===== src/rtl/jtag_dr_bridge_pkg.sv =====
// Shared types and constants for the JTAG user-DR to request-bus bridge.
package jtag_dr_bridge_pkg;

  typedef enum logic [1:0] {
    S_IDLE     = 2'd0,
    S_REQ      = 2'd1,
    S_WAIT_RSP = 2'd2
  } state_e;

  // DR field offsets (data field starts right after the address)
  localparam int DR_WE_BIT   = 0;
  localparam int DR_ADDR_LSB = 1;

  // TAP input positions in the synchroniser vector
  localparam int TAP_TCK = 0;
  localparam int TAP_TDI = 1;
  localparam int TAP_SEL = 2;
  localparam int TAP_CAP = 3;
  localparam int TAP_SHF = 4;
  localparam int TAP_UPD = 5;
  localparam int TAP_RST = 6;
  localparam int TAP_NUM = 7;

  function automatic int dr_width(input int aw, input int dw);
    return 1 + aw + dw;
  endfunction

endpackage


===== src/rtl/gc_sync_ffs.sv =====
// Plain flip-flop chain synchroniser for one asynchronous bit.
module gc_sync_ffs #(
  parameter int g_stages = 2
) (
  input  logic clk_i,
  input  logic rst_n_i,
  input  logic data_i,
  output logic synced_o
);

  logic [g_stages-1:0] sr_q;

  // shift the raw bit through the chain, cleared by synchronous reset
  always_ff @(posedge clk_i) begin
    if (!rst_n_i) sr_q <= '0;
    else          sr_q <= {sr_q[g_stages-2:0], data_i};
  end

  assign synced_o = sr_q[g_stages-1];

endmodule


===== src/rtl/jtag_dr_bridge.sv =====
// JTAG user data register bridged to a valid/ready request bus with a
// read-response return path. Optional overrun flag: JTAG_DR_BRIDGE_OVR_EN.
module jtag_dr_bridge
  import jtag_dr_bridge_pkg::*;
#(
  parameter int g_addr_width  = 4,
  parameter int g_data_width  = 32,
  parameter int g_sync_stages = 2
) (
  input  logic                    clk_sys_i,
  input  logic                    rst_n_i,
  input  logic                    tck_i,
  input  logic                    tdi_i,
  input  logic                    sel_i,
  input  logic                    capture_i,
  input  logic                    shift_i,
  input  logic                    update_i,
  input  logic                    tap_reset_i,
  output logic                    tdo_o,
  output logic                    req_valid_o,
  input  logic                    req_ready_i,
  output logic                    req_we_o,
  output logic [g_addr_width-1:0] req_addr_o,
  output logic [g_data_width-1:0] req_data_o,
  input  logic                    rsp_valid_i,
  input  logic [g_data_width-1:0] rsp_data_i,
  output logic                    busy_o,
  output logic                    ovr_o
);

  localparam int W        = dr_width(g_addr_width, g_data_width);
  localparam int DATA_LSB = DR_ADDR_LSB + g_addr_width;

  logic [TAP_NUM-1:0] tap_raw, tap_s;
  logic               tck_prev_q, upd_prev_q, tck_rise_q, upd_rise_q;
  logic [W-1:0]       dr_q, dr_d;
  state_e             state_q, state_d;
  logic               we_q;
  logic [g_addr_width-1:0] addr_q, last_addr_q;
  logic [g_data_width-1:0] data_q, rd_data_q;
  logic               busy, cap_fire, shf_fire, upd_hit, upd_accept;

  assign tap_raw = {tap_reset_i, update_i, shift_i, capture_i, sel_i, tdi_i, tck_i};

  for (genvar gi = 0; gi < TAP_NUM; gi++) begin : g_sync
    gc_sync_ffs #(.g_stages(g_sync_stages)) u_sync (
      .clk_i    (clk_sys_i),
      .rst_n_i  (rst_n_i),
      .data_i   (tap_raw[gi]),
      .synced_o (tap_s[gi])
    );
  end

  // registered rising-edge strobes; prev flops reset low with the chain so
  // nothing fires right after reset
  always_ff @(posedge clk_sys_i) begin
    if (!rst_n_i) begin
      tck_prev_q <= 1'b0;
      upd_prev_q <= 1'b0;
      tck_rise_q <= 1'b0;
      upd_rise_q <= 1'b0;
    end else begin
      tck_prev_q <= tap_s[TAP_TCK];
      upd_prev_q <= tap_s[TAP_UPD];
      tck_rise_q <= tap_s[TAP_TCK] & ~tck_prev_q;
      upd_rise_q <= tap_s[TAP_UPD] & ~upd_prev_q;
    end
  end

  assign busy       = (state_q != S_IDLE);
  assign cap_fire   = tck_rise_q & tap_s[TAP_SEL] & tap_s[TAP_CAP];
  assign shf_fire   = tck_rise_q & tap_s[TAP_SEL] & tap_s[TAP_SHF] & ~tap_s[TAP_CAP];
  assign upd_hit    = upd_rise_q & tap_s[TAP_SEL];
  assign upd_accept = upd_hit & ~busy;

  // DR next value: TAP reset wins, then capture, then shift
  always_comb begin
    dr_d = dr_q;
    if (tap_s[TAP_RST])  dr_d = '0;
    else if (cap_fire)   dr_d = {rd_data_q, last_addr_q, busy};
    else if (shf_fire)   dr_d = {tap_s[TAP_TDI], dr_q[W-1:1]};
  end

  // transaction FSM next state
  always_comb begin
    state_d = state_q;
    case (state_q)
      S_IDLE:     if (upd_accept)  state_d = S_REQ;
      S_REQ:      if (req_ready_i) state_d = we_q ? S_IDLE : S_WAIT_RSP;
      S_WAIT_RSP: if (rsp_valid_i) state_d = S_IDLE;
      default:                     state_d = S_IDLE;
    endcase
  end

  // state, DR and payload registers; payload latched so it holds during REQ
  always_ff @(posedge clk_sys_i) begin
    if (!rst_n_i) begin
      state_q     <= S_IDLE;
      dr_q        <= '0;
      we_q        <= 1'b0;
      addr_q      <= '0;
      data_q      <= '0;
      last_addr_q <= '0;
      rd_data_q   <= '0;
    end else begin
      state_q <= state_d;
      dr_q    <= dr_d;
      if (upd_accept) begin
        we_q        <= dr_q[DR_WE_BIT];
        addr_q      <= dr_q[DATA_LSB-1:DR_ADDR_LSB];
        data_q      <= dr_q[W-1:DATA_LSB];
        last_addr_q <= dr_q[DATA_LSB-1:DR_ADDR_LSB];
      end
      if (state_q == S_WAIT_RSP && rsp_valid_i) rd_data_q <= rsp_data_i;
    end
  end

`ifdef JTAG_DR_BRIDGE_OVR_EN
  logic ovr_q;
  // sticky overrun: set by a dropped update, cleared by an idle capture
  always_ff @(posedge clk_sys_i) begin
    if (!rst_n_i)                ovr_q <= 1'b0;
    else if (upd_hit && busy)    ovr_q <= 1'b1;
    else if (cap_fire && !busy)  ovr_q <= 1'b0;
  end
  assign ovr_o = ovr_q;
`else
  assign ovr_o = 1'b0;
`endif

  assign tdo_o       = dr_q[0];
  assign req_valid_o = (state_q == S_REQ);
  assign req_we_o    = we_q;
  assign req_addr_o  = addr_q;
  assign req_data_o  = data_q;
  assign busy_o      = busy;

endmodule


===== config.mk =====
export PLATFORM = sky130hd
export DESIGN_NAME = jtag_dr_bridge
export DESIGN_NICKNAME = d
export VERILOG_FILES = /design/src/rtl/jtag_dr_bridge_pkg.sv /design/src/rtl/gc_sync_ffs.sv /design/src/rtl/jtag_dr_bridge.sv
export SDC_FILE = /design/constraint.sdc
export NUM_CORES = 1
export LEC_CHECK = 0
export ABC_AREA = 1
export BUFFER_PORTS_ARGS = -buffer_cell sky130_fd_sc_hd__buf_4
export CAP_MARGIN = 15
export CORE_ASPECT_RATIO = 0.75
export CORE_MARGIN = 4
export CORE_UTILIZATION = 55
export DETAILED_ROUTE_END_ITERATION = 16
export PLACE_DENSITY = 0.8
export SYNTH_ARGS = -nofsm -noshare
export SYNTH_HDL_FRONTEND = slang
export SYNTH_SLANG_ARGS = --single-unit

===== constraint.sdc =====
create_clock -name clk_sys_i -period 1.34 [get_ports clk_sys_i]
set_input_delay 0.134 -clock clk_sys_i [delete_from_list [all_inputs] [get_ports clk_sys_i]]
set_output_delay 0.134 -clock clk_sys_i [all_outputs]
set_load 0.005 [all_outputs]

Word level (Yosys, flattened, before mapping)
Index checks and enable logic that the tools add are counted.

cells by class
  equality and inequality tests = 5
  reduce and logical (&&, ||, !) cells = 6
  bitwise operators = 13
  mux-type cells = 7

operators with widths
  cell                                                                     count
  37-bit two-way mux                                                       2
  1-bit bitwise AND                                                        8
  2-bit two-way mux                                                        4
  2-bit case mux with 3 select lines                                       1
  1-bit NOT                                                                5
  2-bit inequality test, second input constant                             2
  2-bit nonzero test                                                       2
  3-bit AND reduction                                                      1
  2-bit by 1-bit equality test with 1-bit output, second input constant    1
  2-bit equality test, second input constant                               1
  2-bit logical NOT                                                        1
  2-bit by 1-bit inequality test with 1-bit output, second input constant  1
  2-bit OR reduction                                                       1
  1-bit logical AND                                                        1

storage, ports and cells
  input port bits = 43
  bits in registers = 126

Longest topological paths before layout
Gate-level depths: netlist of run 1.

  depth in word-level cells = 5
  depth in mapped cells = 7
  mapped depth without buffers = 6

By module
A second synthesis of run 1 with hierarchy kept.

unflattened totals
  cell total of the unflattened synthesis = 765
  area total of the unflattened synthesis = 5180.0 µm²

by module, submodules not included
  module          area each (µm²)  cells an instance  sequential area each (µm²)  instances
  jtag_dr_bridge  4794.6           723                2242.2                      1
  gc_sync_ffs     55.1             6                  40.0                        7

Worst setup path before layout of run 1
Ideal clock, no wire load.

  path type = register -> register
  start = register state_q[1]
  end = register data_q[10] (netlist: req_data_o[10])
  cell stages (with the launch flop) = 7
  arrival time = 1.013 ns
  path slack = 0.214 ns
  setup time = 0.113 ns
  cell sequence = dfxtp_1 -> nor2_4 -> nand3_2 -> buf_4 -> buf_6 -> o21ai_1 -> nor2_1

between the ends
  cells in the longest elaborated chain, start to end = 3

RTL lines
  what                      RTL line               RTL
  start: declaration        jtag_dr_bridge.sv:37   state_e state_q, state_d;
  start signal: assignment  jtag_dr_bridge.sv:106  state_q <= state_d;
  2-bit nonzero test        jtag_dr_bridge.sv:70   assign busy = (state_q != S_IDLE);
  1-bit NOT                 jtag_dr_bridge.sv:74   assign upd_accept = upd_hit & ~busy;
  1-bit bitwise AND         jtag_dr_bridge.sv:74
  end signal: assignment    jtag_dr_bridge.sv:111  data_q <= dr_q[W-1:DATA_LSB];
  end: declaration          jtag_dr_bridge.sv:40   logic [g_data_width-1:0] data_q, rd_data_q;

No other way between the ends.
A chain may end at the register's enable or synchronous reset.

Worst setup path after layout of run 1
  start = register g_sync[3].u_sync.sr_q[1]
  end = register dr_q[4]

between the ends
  cells in the longest elaborated chain, start to end = 3

RTL lines
  what                                 RTL line               RTL
  start: declaration                   gc_sync_ffs.sv:11      logic [g_stages-1:0] sr_q;
  start signal: assignment             gc_sync_ffs.sv:16      else sr_q <= {sr_q[g_stages-2:0], data_i};
  1-bit NOT                            jtag_dr_bridge.sv:72   assign shf_fire = tck_rise_q & tap_s[TAP_SEL] & tap_s[TAP_SHF] & ~tap_s[TAP_CAP];
  1-bit bitwise AND                    jtag_dr_bridge.sv:72
  2-bit nonzero test (no source line)  -
  end signal: assignment               jtag_dr_bridge.sv:107  dr_q <= dr_d;
  end: declaration                     jtag_dr_bridge.sv:36   logic [W-1:0] dr_q, dr_d;

Several ways; a longest one is shown, not always the timed one.

==> flow_metrics.tcl, run 1 <==
set metrics [dict create \
    status "complete, no violations" \
    die_h_um 89.7 \
    drive_above_1_share_pct 20.4 \
    pre_cts_slack_ns -0.116 \
    ios 84 \
    cts_tree "yes" \
    yosysSeqAreaShare_pct 51.5 \
    area_delta_synth_final_pct 31.4 \
    dp_hpwl_um 7280 \
    top_layer "met4" \
    die_w_um 117 \
    setup_slack_ns 0.0345 \
    period_minus_slack_ns 1.31 \
    antenna_found_initial 0 \
    fin_skew_ns 0.00764 \
    setup.worst_path.class "flip-flop to flip-flop" \
    critPathMaxStageDelay_ns 0.38 \
    gp_congestion 0.788 \
    cp.required_ns 1.67 \
    die-area_um2 10500 \
    syn_inst 659 \
    viasPerCell 5.29 \
    clk_pin_slew_ns 0.06 \
    startpoint_type "flip-flop" \
    yosysWarnings 0 \
    cp_cell_sequence "buf_4 > o21ai_4 > a21oi_1 > nor2_1" \
    regArea_um2 2530 \
    crit_path_end_kind "flip-flop" \
    critPathMaxFanout 10 \
    clkLatencyLatePin_ns 0.41 \
    hold_ws_ns 0.00662 \
    nets 795 \
    synth_area_per_cell_um2 7.43 \
    leakage_uw 0.00302 \
    slew_headroom_pct 60.8 \
    clock-sinks 126 \
    tightest_slew_ns 0.588 \
    grt_max_degree 65 \
    h-tree-depth 4 \
    cap_viol_max_count 0 \
    syn_area_um2 4900 \
    slowest_stage "o21ai_4" \
    postRouteWirelength_um 13000 \
    clockBufferDepth 2 \
    drc 0 \
    setup_viol 0 \
    final_cells 873 \
    grt_setup_unrepaired "no" \
    ant_nets 0 \
    numCtsBuffers 17 \
    grt_pass1_vias 4496 \
    antenna_cells 0 \
    overflow 0 \
    port_buffers 82 \
    syn_nets 702 \
    wl_per_cell_um 14.9 \
    fp.coreArea_um2 8560 \
    period_share_pct 97.4 \
    multi_input_area_um2 1830 \
    ys_types 23 \
    num_vias 4615 \
    fmax_mhz 766 \
    initialDrtViolationCount 458 \
    placed_cells 824 \
    hold_viol_final 0 \
    power.total_uw 9320 \
    grt_pass1_wl_um 21000 \
    final_max_slew_viol_count 0 \
    final_util_pct 75.1 \
    initial_core_util_pct 57.2 \
    drt_first_pass_iters 5 \
    hold_path.class "input pin to flip-flop" \
    num_rows 29 \
    synth-seq-cells 126 \
    ctsRootBufferMaster "clkbuf_16" \
    dr_wl_met2_um 6190 \
    fill_cells 592 \
    route.met3.wl_um 922 \
    powerDensity_nw_per_um2 1450 \
    track_usage_pct 24.8 \
    wl_met1_um 5500 \
    ir_drop_mv 1.22 \
    critPathArrivalTime_ns 1.64 \
]
-- what timing repair did --
item                                    in CTS  in global routing
hold buffers                                11                  0
endpoints found under the hold margin       11                  0
setup buffers                                0                  3
pin swaps                                    1                  1
endpoints found under the setup margin      37                 49
resized for setup                            4                  9
cloned                                       1                  2
-- routing by layer --
metal / up-vias / track usage [%]
met1: 2127 / 31.1
li1: 2251 / -
met2: 197 / 39.3
met4: 0 / 11.4
met5: - / 0
met3: 40 / 6.71
-- worst paths after layout --
check / start / to / slack, ns / cells after the start
worst max register to register: g_sync[3].u_sync.sr_q[1]$_SDFF_PN0_ / dr_q[4]$_SDFFE_PP0P_ / 0.03 / 4
worst max-delay path: g_sync[3].u_sync.sr_q[1]$_SDFF_PN0_ / dr_q[4]$_SDFFE_PP0P_ / 0.03 / 4
worst min register to register: upd_prev_q$_SDFF_PN0_ / upd_rise_q$_SDFF_PN0_ / 0.38 / 1
worst min-delay path: rsp_data_i[12] / rd_data_q[12]$_SDFFE_PN0P_ / 0.007 / 3
-- per-stage QoR --
step | instance area (µm²) | setup TNS (ns)
2_1_floorplan | 4900 | 0
3_3_place_gp | 5580 | -1.01
3_5_place_dp | 5580 | -2.50
4_1_cts | 6380 | 0
5_1_grt | 6430 | 0
6_report | 6430 | 0
-- layout by cell type, fill, tap and decap left out --
cell type / count
dfxtp_1: 120
buf_6: 1
or2_2: 4
o21ai_1: 30
dfxtp_4: 1
nor3_1: 1
o21ai_0: 76
inv_2: 4
clkinv_2: 4
nand3_2: 2
clkbuf_8: 4
nand2_1: 90
inv_1: 88
o21ai_4: 2
clkinvlp_4: 2
a21oi_1: 69
nand2_2: 1
nor2_4: 1
dfxtp_2: 5
o21ai_2: 2
nand3b_1: 1
clkbuf_16: 17
nand3_1: 4
dlygate4sd3_1: 11
bufinv_16: 5
conb_1: 1
nor2_2: 1
nor2_1: 118
nand3_4: 1
buf_4: 94
buf_12: 5
-- cells in the mapped netlist --
cell | n | area [µm²]
clkbuf_1 | 8 | 30.0
nor3_1 | 1 | 5.00
nand2_1 | 90 | 338
a21oi_1 | 69 | 345
nand3b_1 | 1 | 7.51
buf_6 | 6 | 67.6
dfxtp_1 | 126 | 2520
buf_2 | 19 | 95.1
inv_2 | 3 | 11.3
or2_2 | 4 | 25.0
nor2_2 | 1 | 6.26
o21ai_0 | 78 | 390
nand3_2 | 3 | 30.0
conb_1 | 1 | 3.75
nand2_2 | 1 | 6.26
nor2_4 | 1 | 11.3
o21ai_1 | 28 | 140
o21ai_4 | 1 | 16.3
inv_1 | 89 | 334
clkbuf_2 | 2 | 10.0
buf_4 | 5 | 37.5
nor2_1 | 118 | 443
nand3_1 | 4 | 20.0
-- critical path: cells and delay by family (launching register included) --
kind	cells	cell delay [ns]
compound gates	2	0.49
flops	1	0.37
buf+inv	1	0.15
simple gates	1	0.20
-- logic make-up after synthesis --
family	synth area share [%]
other cells	0.0766
simple gates	18.2
compound gates	18.2
flops	51.5
buf+inv	12.0
-- state kept, by name, indices dropped and copies added, names as in the netlist --
name                flops
req_we_o                1
upd_rise_q              1
upd_prev_q              1
g_sync.u_sync.sr_q     14
last_addr_q             4
state_q                 2
rd_data_q              32
req_data_o             32
dr_q                   37
tck_rise_q              1
tck_prev_q              1
-- layout make-up --
cell class,count,share of cell area (%)
sequential,126,39.4
multi-input combinational,404,28.4
timing repair buffer,111,14.4
clock buffer,21,7.47
inverter,92,5.37
clock inverter,11,2.88
tap,108,2.10
-- power breakdown --
group          switching (µW)  internal [µW]
clock network            1640           3480
registers                25.7           3790
logic                     192            190
total                    1860           7460
Note: power is estimated with default switching activity, not from simulation.
==> run 2, diff against run 1 <==
--- a/config.mk
+++ b/config.mk
@@ -5,14 +5,13 @@
 export SDC_FILE = /design/constraint.sdc
 export NUM_CORES = 1
 export LEC_CHECK = 0
-export ABC_AREA = 1
 export BUFFER_PORTS_ARGS = -buffer_cell sky130_fd_sc_hd__buf_4
 export CAP_MARGIN = 15
 export CORE_ASPECT_RATIO = 0.75
 export CORE_MARGIN = 4
-export CORE_UTILIZATION = 55
+export CORE_UTILIZATION = 56
 export DETAILED_ROUTE_END_ITERATION = 16
-export PLACE_DENSITY = 0.8
+export PLACE_DENSITY = 0.81
 export SYNTH_ARGS = -nofsm -noshare
 export SYNTH_HDL_FRONTEND = slang
 export SYNTH_SLANG_ARGS = --single-unit
==> flow_metrics.tcl, run 2 <==
set metrics [dict create \
    drive_above_1_share_pct 21.0 \
    fmax_mhz 764 \
    syn_nets 602 \
    regMostFlops "dr_q" \
    reg2reg_slack_ns 0.05 \
    clkLatencyLatePin_ns 0.41 \
    clk_pin_slew_ns 0.06 \
    synth_area_per_cell_um2 9.02 \
    antenna_found_initial 0 \
    antenna_cells 0 \
    drt_first_pass_iters 5 \
    hold_viol_final 0 \
    cp.required_ns 1.21 \
    powerDensity_nw_per_um2 1340 \
    clock-sinks 126 \
    largest_reg_flops 37 \
    dpl_cell_area_um2 5750 \
    fp.coreArea_um2 8600 \
    critPathMaxFanout 7 \
    synth-seq-cells 126 \
    grt_pass1_vias 4413 \
    die_w_um 118 \
    dp_hpwl_um 7580 \
    ir_drop_mv 0.984 \
    drc 0 \
    yosysSeqAreaShare_pct 50.0 \
    critPathMaxStageDelay_ns 0.37 \
    nets 715 \
    final_cell_mix "nand2_1 (140), dfxtp_1 (122), buf_4 (97)" \
    track_usage_pct 24.4 \
    synth_top_cell_area_share_pct 50.0 \
    ys_types 28 \
    wl_per_cell_um 16.0 \
    postRouteWirelength_um 12700 \
    initialDrtViolationCount 279 \
    yosys.area.top_type "dfxtp_1" \
    async_flop_share_pct 0 \
    gp_congestion 0.827 \
    pre_cts_slack_ns 0.113 \
    synth_edf_count 0 \
    setup.worst_path.class "flip-flop to primary output" \
    crit_family "flip-flops" \
    cp.buffers_inverters 1 \
    cts_tree "yes" \
    synth_area_leaders "dfxtp_1 (50%), nand2_1 (10%), mux2i_1 (7.1%)" \
    startpoint_type "flip-flop" \
    initial_core_util_pct 58.6 \
    viasPerCell 5.42 \
    area_delta_synth_final_pct 33.8 \
    setup_viol 0 \
    final_max_slew_viol_count 0 \
    die_h_um 90.2 \
    slowest_stage "dfxtp_4" \
    ios 84 \
    placed_cells 726 \
    numCtsBuffers 17 \
    final_util_pct 78.4 \
    overflow 0 \
    grt_max_degree 43 \
    setup_slack_ns 0.0307 \
    ant_nets 0 \
    post_cts_buffers 0 \
    syn_area_um2 5040 \
    hold_path.class "input pin to flip-flop" \
    design_area_um2 6740 \
    cap_viol_max_count 0 \
    cp_cell_sequence "or2_4 > buf_4" \
    h-tree-depth 4 \
    yosysWarnings 0 \
    power.total_uw 9040 \
    critPathArrivalTime_ns 1.18 \
    port_buffers 82 \
    synth_common_cells "nand2_1 (140), dfxtp_1 (126), a21oi_1 (37), mux2i_1 (36), nand2b_1 (36)" \
    num_vias 4296 \
    fill_cells 568 \
    final_cells 793 \
    fin_skew_ns 0.00870 \
    leakage_uw 0.00263 \
    syn_inst 559 \
    crit_path_end_kind "primary output" \
    final_common_cell "nand2_1" \
    grt_setup_unrepaired "no" \
    period_minus_slack_ns 1.31 \
    die-area_um2 10600 \
    period_share_pct 97.7 \
    grt_pass1_wl_um 21100 \
    clockBufferDepth 2 \
    ctsRootBufferMaster "clkbuf_16" \
    yosysMostFrequentCell "nand2_1" \
    status "complete, no violations" \
    num_rows 29 \
    synth_top_flop_cell "dfxtp_1" \
]
==> run 2: cell types whose count changed in the layout (fill, tap and decap cells not counted), sizes merged, moves of 7 or more <==
cell | previous run | this run
a21boi | 0 | 69
a21oi | 69 | 37
and2 | 0 | 17
dlygate4sd3 | 11 | 34
inv | 92 | 0
mux2i | 0 | 36
nand2 | 91 | 140
nand2b | 0 | 36
nand3 | 7 | 0
nor2 | 120 | 0
o21ai | 110 | 36
==> run 2: timing repair <==
action,4_1_cts,5_1_grt
resized for setup,2,7
pin swaps,0,1
hold endpoints to repair,34,0
hold buffers,34,0
cloned,0,1
endpoints found under the setup margin,2,38
==> run 2: cell type report <==
type / count / area, µm² / share of cell area (%)
flip-flops and latches: 126 / 2530 / 37.5
multi-input cells: 390 / 2270 / 33.7
well taps: 108 / 135 / 2.00
repair buffers: 137 / 1180 / 17.5
clock inverters: 11 / 164 / 2.43
clock buffers: 21 / 460 / 6.83
==> run 2: worst paths after layout <==
path                                end                           startpoint  depth (start not counted)
max                              busy_o              state_q[1]$_SDFFE_PN0P_                          2
min          rd_data_q[30]$_SDFFE_PN0P_                       rsp_data_i[30]                          3
max reg2reg       dr_q[12]$_SDFFE_PP0P_  g_sync[4].u_sync.sr_q[1]$_SDFF_PN0_                          3
min reg2reg       upd_rise_q$_SDFF_PN0_                upd_prev_q$_SDFF_PN0_                          1
==> run 2: through the flow <==
stage                     TNS (ns)  hold WS [ns]
after floorplan                  0         0.261
after global placement           0         0.342
after detailed placement         0         0.345
after CTS                  -0.0333       0.00180
after global routing             0       0.00424
final                            0       0.00729
==> run 2: routing by layer <==
layer / share of wire, % / global-route usage, %
met5: 0 / 0
met4: 2.0 / 10.1
met3: 5.3 / 6.46
met2: 49 / 42.0
met1: 43 / 29.0
==> run 2: kinds of logic after synthesis <==
| kind of cell | synth area share, % |
|---|---|
| buffers and inverters | 5.36 |
| other | 0.0744 |
| AND/OR/NAND/NOR | 19.1 |
| AO/OA/AOI/OAI | 18.3 |
| multiplexers | 7.15 |
| flip-flops | 50.0 |
==> run 2: worst min-delay path, cell delays in order <==
cell and delay (ns):
buf_4 0.11, nand2_1 0.05, a21boi_0 0.07
==> run 2: report_power, final <==
part	internal (µW)	switching (µW)	leakage, µW	total [µW]
Clock	3200	1620	0.000303	4820
Combinational	261	171	0.00131	431
Sequential	3770	15.4	0.00102	3790
Total	7230	1810	0.00263	9040
